==> config.mk <==
export PLATFORM = sky130hd
export DESIGN_NAME = sprite_line_fetch
export DESIGN_NICKNAME = d
export VERILOG_FILES = /design/src/rtl/sprite_line_fetch.sv
export SDC_FILE = /design/constraint.sdc
export NUM_CORES = 1
export LEC_CHECK = 0
export ABC_AREA = 1
export ABC_CLOCK_PERIOD_IN_PS = 4920
export CAP_MARGIN = 5
export CORE_AREA = 2 2 234 236
export CTS_CLUSTER_SIZE = 10
export DETAILED_ROUTE_END_ITERATION = 12
export DIE_AREA = 0 0 236 238
export SLEW_MARGIN = 5
export SYNTH_ARGS = -nofsm -noshare
export SYNTH_HDL_FRONTEND = slang
export SYNTH_SLANG_ARGS = --single-unit
==> constraint.sdc <==
create_clock -name Clk -period 4.92 [get_ports Clk]
set_clock_uncertainty 0.1 [all_clocks]
set_input_delay 1.23 -clock Clk [delete_from_list [all_inputs] [get_ports Clk]]
set_output_delay 1.23 -clock Clk [all_outputs]
set_load 0.005 [all_outputs]
==> src/rtl/sprite_line_fetch.sv <==
// Purpose: prefetches one sprite row per display line into a ping-pong line buffer and serves it to the pixel path.
// Latency: 42 cycles from line_start to done for a visible row (1 cycle for a row outside the sprite); pixel path 1 cycle.
// Backpressure: none; line_start arriving during FETCH/DRAIN is dropped, and the RAM returns data one cycle after each address.
//
// Ports:
//   Clk, Reset          clock; synchronous active-high reset
//   line_start          one-cycle request to prefetch the row for next_y
//   next_y, spr_x/y     display row and sprite origin, sampled with line_start
//   mirror              horizontal flip, sampled with line_start
//   read_address        registered sprite RAM address (holds outside FETCH)
//   ram_data            RAM word for the address presented in the previous cycle
//   busy, done          fetch in progress / one-cycle completion pulse
//   draw_x              current display column
//   pixel_idx, pixel_on palette index and opacity for the previous cycle's draw_x
module sprite_line_fetch #(
  parameter int SPR_W  = 40,
  parameter int SPR_H  = 60,
  parameter int DATA_W = 5
) (
  input  logic              Clk,
  input  logic              Reset,
  input  logic              line_start,
  input  logic [9:0]        next_y,
  input  logic [9:0]        spr_x,
  input  logic [9:0]        spr_y,
  input  logic              mirror,
  input  logic [9:0]        draw_x,
  output logic [18:0]       read_address,
  input  logic [DATA_W-1:0] ram_data,
  output logic              busy,
  output logic              done,
  output logic [DATA_W-1:0] pixel_idx,
  output logic              pixel_on
);

  localparam int CW = (SPR_W > 1) ? $clog2(SPR_W) : 1;
  localparam logic [CW-1:0] COL_LAST = CW'(SPR_W - 1);

  typedef enum logic [1:0] {IDLE, FETCH, DRAIN} state_t;

  state_t state, state_n;

  logic              accept;     // visible row requested in IDLE
  logic              reject;     // row outside the sprite requested in IDLE
  logic              finish;     // last word is being captured this cycle

  logic [10:0]       row_s;
  logic              row_ok;
  logic [18:0]       base_new;
  logic [18:0]       base_q;
  logic              mirror_q;

  logic [CW-1:0]     col_q;      // column whose address is on read_address
  logic [CW-1:0]     col_nxt;
  logic [CW-1:0]     col_eff_nxt;
  logic              col_last;

  // Capture pipeline: the RAM word for col_q arrives one cycle later.
  logic              cap_vld;
  logic [CW-1:0]     cap_col;

  // Ping-pong line buffer: act_bank is displayed, the other one is filled.
  logic              act_bank;
  logic              pend_bank;
  logic [1:0]        bank_vld;
  logic [9:0]        bank_x [2];
  logic [DATA_W-1:0] bank [2][SPR_W];

  logic [10:0]       off;
  logic              in_range;
  logic [DATA_W-1:0] rd_word;

  // Row relative to the sprite top in 11-bit two's complement so that a
  // display row above the sprite comes out negative instead of wrapping.
  assign row_s    = {1'b0, next_y} - {1'b0, spr_y};
  assign row_ok   = !row_s[10] && (row_s < 11'(SPR_H));
  assign base_new = 19'(row_s[9:0]) * 19'(SPR_W);

  assign col_last    = (col_q == COL_LAST);
  assign col_nxt     = col_q + CW'(1);
  // Mirroring only reorders the RAM addresses; the buffer is always written
  // in issue order, so the display side never needs to know about the flip.
  assign col_eff_nxt = mirror_q ? (COL_LAST - col_nxt) : col_nxt;

  assign pend_bank = ~act_bank;
  assign busy      = (state != IDLE);
  assign finish    = (state == DRAIN);

  // ---------------------------------------------------------------- FSM
  always_ff @(posedge Clk) begin
    if (Reset) begin
      state <= IDLE;
    end else begin
      state <= state_n;
    end
  end

  always_comb begin
    state_n = state;
    accept  = 1'b0;
    reject  = 1'b0;
    case (state)
      IDLE: begin
        if (line_start) begin
          if (row_ok) begin
            accept  = 1'b1;
            state_n = FETCH;
          end else begin
            reject  = 1'b1;
          end
        end
      end
      FETCH: begin
        if (col_last) begin
          state_n = DRAIN;
        end
      end
      DRAIN: begin
        state_n = IDLE;
      end
      default: begin
        state_n = IDLE;
      end
    endcase
  end

  // ------------------------------------------------------ fetch datapath
  always_ff @(posedge Clk) begin
    if (Reset) begin
      read_address <= '0;
      done         <= 1'b0;
      base_q       <= '0;
      mirror_q     <= 1'b0;
      col_q        <= '0;
      cap_vld      <= 1'b0;
      cap_col      <= '0;
      act_bank     <= 1'b0;
      bank_vld     <= 2'b00;
    end else begin
      done    <= reject | finish;
      cap_vld <= (state == FETCH);
      cap_col <= col_q;

      if (accept) begin
        base_q               <= base_new;
        mirror_q             <= mirror;
        col_q                <= '0;
        read_address         <= base_new + (mirror ? 19'(SPR_W - 1) : 19'd0);
        bank_x[pend_bank]    <= spr_x;
        bank_vld[pend_bank]  <= 1'b0;
      end

      // An off-sprite row still completes a line: swap in an invalid bank
      // so the whole display line stays transparent.
      if (reject) begin
        bank_x[pend_bank]   <= spr_x;
        bank_vld[pend_bank] <= 1'b0;
        act_bank            <= pend_bank;
      end

      if ((state == FETCH) && !col_last) begin
        col_q        <= col_nxt;
        read_address <= base_q + 19'(col_eff_nxt);
      end

      if (finish) begin
        bank_vld[pend_bank] <= 1'b1;
        act_bank            <= pend_bank;
      end
    end
  end

  // Buffer storage carries no reset; the valid flags gate every read.
  always_ff @(posedge Clk) begin
    if (cap_vld) begin
      bank[pend_bank][cap_col] <= ram_data;
    end
  end

  // ------------------------------------------------------- display path
  // 11-bit difference: columns left of the sprite are negative and columns
  // past the right edge stay large, so nothing wraps onto column 0.
  assign off      = {1'b0, draw_x} - {1'b0, bank_x[act_bank]};
  assign in_range = bank_vld[act_bank] && !off[10] && (off < 11'(SPR_W));
  assign rd_word  = bank[act_bank][off[CW-1:0]];

  always_ff @(posedge Clk) begin
    if (Reset) begin
      pixel_idx <= '0;
      pixel_on  <= 1'b0;
    end else begin
      pixel_idx <= in_range ? rd_word : '0;
      pixel_on  <= in_range && (rd_word != '0);
    end
  end

endmodule
# Yosys cells after proc, flatten, opt, wreduce, memory -nomap -nowiden
# Memories as Yosys holds them, arrays and structs flattened. A register that Yosys moved wholly into a read port is not among the register bits.
# Cells that the tools add are included.
[op_classes] n_addsub=6 mul=1 order_cmp=8 n_eq_ne=6 mux=45 n_bitwise=10 n_reduce_logical=17
[op_table] cell="$mux W200" count=1
[op_table] cell="$mux W19" count=2
[op_table] cell="$add A16 B6 Y17" count=2
[op_table] cell="$bmux W5 S6" count=1
[op_table] cell="$demux W5 S6" count=1
[op_table] cell="$mux W6" count=4
[op_table] cell="$lt A11 B6 Y1 const B" count=2
[op_table] cell="$mux W1" count=22
[op_table] cell="$sub A10 B10 Y11" count=2
[op_table] cell="$mux W2" count=8
[op_table] cell="$mux W5" count=3
[op_table] cell="$ge A7 B7 Y1 const B" count=2
[op_table] cell="$not A6 Y7" count=2
[op_table] cell="$mul A10 B3 Y13 const B" count=1
[op_table] cell="$mux W10" count=1
[op_table] cell="$logic_and A1 B1 Y1" count=7
[op_table] cell="$lt A7 B1 Y1 const B" count=1
[op_table] cell="$add A6 B1 Y6 const B" count=1
[op_table] cell="$eq A6 B6 Y1 const B" count=1
[op_table] cell="$ne A2 B2 Y1 const B" count=3
[op_table] cell="$reduce_bool A2 Y1" count=3
[op_table] cell="$sub A6 B6 Y6 const A" count=1
[op_table] cell="$reduce_bool A5 Y1" count=1
[op_table] cell="$and A2 B2 Y2" count=2
[op_table] cell="other kinds (14)" count=19
[totals] register_bits=58 ram_bits=420 output_inout_bits=27 n_memories=2
[mem_list] name="bank" words=2 width=200 read_ports=1 rd_ports_with_merged_regs=1 write_ports=1 line="67" text="logic [DATA_W-1:0] bank [2][SPR_W];"
[mem_list] name="bank_x" words=2 width=10 read_ports=1 rd_ports_with_merged_regs=1 write_ports=1 line="66" text="logic [9:0] bank_x [2];"

# Depth between registers and ports, before layout
[depth] ltp_word=14 depth_mapped=26 mapped_depth_nobuf=26

# Worst setup path after synthesis
# No wires, ideal clock.
[synth_path] path_type="input port to flip-flop" startpoint="input next_y[0]" endpoint="register read_address[15]" setup_ns=0.064 t_arrival_ns=4.172 t_required_ns=4.756 path_slack_ns=0.584 cell_stages=18 path_cell_list="inv_1 > ha_1 > fa_1 > nand3b_1 > nand2_2 > xor2_1 > ha_1 > fa_1 > xor2_1 > inv_1 > nor2_1 > nand2_1 > nor2_1 > nand4_1 > nand3b_1 > nor2_1 > nor2_1 > nor2_1"
[synth_between] elab_chain_cells=7
[synth_rtl] item="start: declaration" line="23" text="input logic [9:0] next_y,"
[synth_rtl] item="$sub A10 B10 Y11 *" line="75" text="assign row_s = {1'b0, next_y} - {1'b0, spr_y};"
[synth_rtl] item="parallel branches: the longest is 6 deep, another holds $add A16 B6 Y17"
[synth_rtl] item="end signal: assignment" line="148" text="read_address <= base_new + (mirror ? 19'(SPR_W - 1) : 19'd0);"
[synth_rtl] item="end signal: assignment" line="163" text="read_address <= base_q + 19'(col_eff_nxt);"
[synth_rtl] item="end: declaration" line="28" text="output logic [18:0] read_address,"
# Every way passes the cells marked *. The select of a mux whose other input is x is not followed.
# A chain may end at the register's enable or synchronous reset.

# Worst setup path in the final report
[layout_path] startpoint="input next_y[0]" endpoint="register read_address[14]"
# The elaborated chain is that of the path after synthesis.

==> impl_summary.txt <==
----------------------------------------------------
[Detailed routing]
  Total via count after detailed routing ... between 10000 and 15000
  Total routed wirelength ... around 52 mm
  Wire per inst ... about 19 um
  Iteration-0 DRC count of the detailed router ... 1242
  Remaining antenna violation count ... 0
  DR vias/cell ... 5.32
  Number of remaining DRC errors ... 0
  First-pass iteration count of the detailed router ... 5

[Synth]
  Fraction of registers with async set/reset ... 0
  Mapped Avg Cell Area ... 10.6 sq um
  Adder-cell share of the synthesized area ... 0.0268
  Number of flops mapped to enable cells by yosys ... 420
  Gate count after technology mapping ... 1991
  Most used flip-flop cell after synthesis ... sky130_fd_sc_hd__edfxtp_1
  Fraction of synthesized cell area in xor and xnor cells ... 0.0103
  Post-synthesis mux area share ... 0.00425
  Unique cell type count in the Yosys netlist ... 47
  Yosys warning total ... 0
  Main combinational cell family by area after synthesis ... simple AND/OR/NAND/NOR gates
  Register bit total from synthesis ... 477
  Fraction of the yosys area taken by sequential cells ... 0.649
  Fraction of the mapped netlist area in simple logic gates ... 0.172
  Post-synthesis compound-gate area fraction ... 0.0924
  Post-Syn Area ... 21200 sq um

[Clock tree]
  Number of post-CTS setup repair buffers ... 0
  Number of clock sinks ... 477
  TritonCTS clock tree ... built
  Total number of H-tree levels ... 2
  Clock Path Buffers ... 3
  Count of hold-fix buffers inserted at cts ... 0
  Clock tree root driver cell ... sky130_fd_sc_hd__clkbuf_16
  CTS buffer count ... 55
  Clock-pin transition on the worst setup and hold timing paths ... ~0.06 ns
  Worst skew pair latency ... 0.60 ns
  Number of cells upsized or downsized after cts ... 0

[Worst setup path]
  Cells along the critical path ... clkdlybuf4s50_1 -> inv_1 -> ha_1 -> fa_1 -> nand3b_1 -> nand2_2 -> xor2_1 -> ha_1 -> fa_1 -> xor2_1 -> inv_1 -> nor2_1 -> nand2_1 -> nor2_1 -> nand2_1 -> inv_1 -> nand3_1 -> inv_1 -> nand3_1 -> nand3_1 -> a21oi_1
  Signal arrival time at the worst endpoint ... approximately 4.8 ns
  Highest net fanout along the worst path ... 2
  Crit path largest cell delay ... 0.46 ns
  Most repeated library cell on the critical path ... sky130_fd_sc_hd__inv_1
  Required @ worst endpoint ... roughly 5.3 ns
  Library cell contributing the largest single delay on the critical path ... sky130_fd_sc_hd__fa_1
  Element type at the critical path start ... input port
  Worst Path Class, Setup ... input port to flip-flop
  Critical Path Sink Type ... flip-flop
  R2R setup slack ... 1.35 ns

[Timing]
  Final critical-path required period ... 4.42 ns
  Total negative slack for setup checks ... 0 ns
  Peak clock frequency supported by timing ... 226 MHz
  Final Hold Vio Count ... 0
  Final setup viols ... 0
  Number of pins exceeding their max-slew limit in the final report ... 0
  Worst Slack Setup Final ... around 0.5 ns
  Transition at the pin with the smallest max-transition slack ... approximately 1 ns
  Setup repair after global routing missed its margin ... no
  Tightest slew margin relative to the limit ... 0.335
  Share of the clock period used by the worst path after layout ... 0.898

[Min path]
  Type of the worst min-delay path ... flip-flop to flip-flop

[Power]
  Static leakage power ... 0.00856 uW
  Power density relative to cell area ... 406 nW/um^2
  Peak supply drop ... approximately 0.24 mV

[Finish]
  Commonest cells after routing, fill and taps aside ... sky130_fd_sc_hd__edfxtp_1 (420), sky130_fd_sc_hd__nor2_1 (346), sky130_fd_sc_hd__nand2_1 (280), sky130_fd_sc_hd__o21ai_0 (164), sky130_fd_sc_hd__nand3_1 (162)
  Utilization of the core after routing ... 0.453
  Number of diodes added for antenna fixing ... 0
  Relative area change from synthesis to final layout ... 14.4%
  Number of fill cells ... 4951
  Register Area ... 13800 sq um
  Most frequent standard cell in the layout excluding fill and tap cells ... sky130_fd_sc_hd__edfxtp_1
  Proportion of layout cells with a drive suffix above 1 ... 0.0698
  Number of nets in the finished design ... 2153
  Area of combinational cells with multiple inputs ... 6520 sq um

[Floorplanning]
  I/O pins ... 76
  Standard-cell rows ... 85
  Full die area ... roughly 56000 sq um
  Placeable core area ... 53500 sq um
  Initial standard-cell utilization of the core ... 0.396
  DIE WIDTH ... 236 um
  Vertical die dimension ... 238 um

[Placement]
  Worst setup timing slack at the placement stage ... -0.0959 ns
  Global placer's final weighted congestion ... around 0.80
  Count of port buffers added during placement ... 73
  HPWL Detailed ... 31.9 mm

[Global routing]
  First-pass GRT wire length ... roughly 80 mm
  Number of global-route vias before repair ... 14445
  Remaining Overflow, GRT ... 0
  GR Util All Layers ... 0.183
  Initial antenna violation count ... 0
  Pin count of the biggest net entering global routing ... 201

[Run]
  Max Cap Viol ... 0

[Status]
  Run status ... finished clean

----------------------------------------------------
## power by group
part	switching, uW	internal [uW]	leakage, uW	total (uW)
logic	1130	625	0.00357	1760
registers	22.6	4420	0.00424	4450
clock network	1530	2100	0.000754	3630
## layout make-up
| cell class | count | share of cell area |
|---|---|---|
| clock buffer | 81 | 0.0625 |
| sequential | 477 | 0.567 |
| inverter | 111 | 0.0173 |
| clock inverter | 7 | 0.00206 |
| tap | 696 | 0.0359 |
| multi-input combinational | 1295 | 0.269 |
| timing repair buffer | 121 | 0.0460 |
## metrics by stage
stage	instances	power (uW)	instance area, sq um	hold slack, ns
6_report	2788	9830	24200	0.363
2_1_floorplan	1992	5640	21200	0.332
5_1_grt	2788	10300	24200	0.390
3_3_place_gp	2700	6270	22700	0.350
4_1_cts	2788	9900	24200	0.364
3_5_place_dp	2700	6280	22700	0.355
## worst max-delay path: cells and delay by family
kind / cells / cell delay [ns]
AO/OA/AOI/OAI: 1 / 0.09
adder cells (fa/ha/maj): 4 / 1.36
buffers and inverters: 5 / 0.71
XOR/XNOR: 2 / 0.40
AND/OR/NAND/NOR: 9 / 1.00
## per-layer routing
layer / part of all wire / global-route usage / vias up
met3: 0.065 / 0.0308 / 80
met5: 0 / 0 / -
met4: 0.021 / 0.0504 / 0
met1: 0.44 / 0.250 / 7175
met2: 0.47 / 0.301 / 477
li1: - / - / 7113
## synth_stat cells, types with 25 or more instances
library cell / count / area [sq um]
sky130_fd_sc_hd__a21oi_1: 65 / 325
sky130_fd_sc_hd__clkbuf_1: 59 / 221
sky130_fd_sc_hd__dfxtp_1: 57 / 1140
sky130_fd_sc_hd__edfxtp_1: 420 / 12600
sky130_fd_sc_hd__ha_1: 39 / 488
sky130_fd_sc_hd__inv_1: 103 / 387
sky130_fd_sc_hd__nand2_1: 280 / 1050
sky130_fd_sc_hd__nand3_1: 162 / 811
sky130_fd_sc_hd__nor2_1: 346 / 1300
sky130_fd_sc_hd__nor3_1: 64 / 320
sky130_fd_sc_hd__o211ai_1: 57 / 428
sky130_fd_sc_hd__o21ai_0: 164 / 821
sky130_fd_sc_hd__o21ai_1: 25 / 125
## cells by family after synthesis
group	Yosys count
AO/OA/AOI/OAI	341
adder cells (fa/ha/maj)	43
XOR/XNOR	24
other	1
flip-flops	477
AND/OR/NAND/NOR	876
buffers and inverters	220
multiplexers	9
## registers in the layout, indices dropped and copies added, names as in the netlist, named ones only
name          count
bank            400
bank_x           20
read_address     17
base_q           13
cap_col           6
col_q             6
pixel_idx         5
state             2
act_bank          1
cap_vld           1
done              1
mirror_q          1
pixel_on          1
## final timing paths
kind / from / endpoint / depth (start not counted)
worst max-delay path: next_y[0] / read_address[14] / 21
worst min-delay path: col_q[1] / cap_col[1] / 2
worst max register to register: flip-flop / pixel_on / 17
worst min register to register: col_q[1] / cap_col[1] / 2
Power figures use the tool's default switching activity.
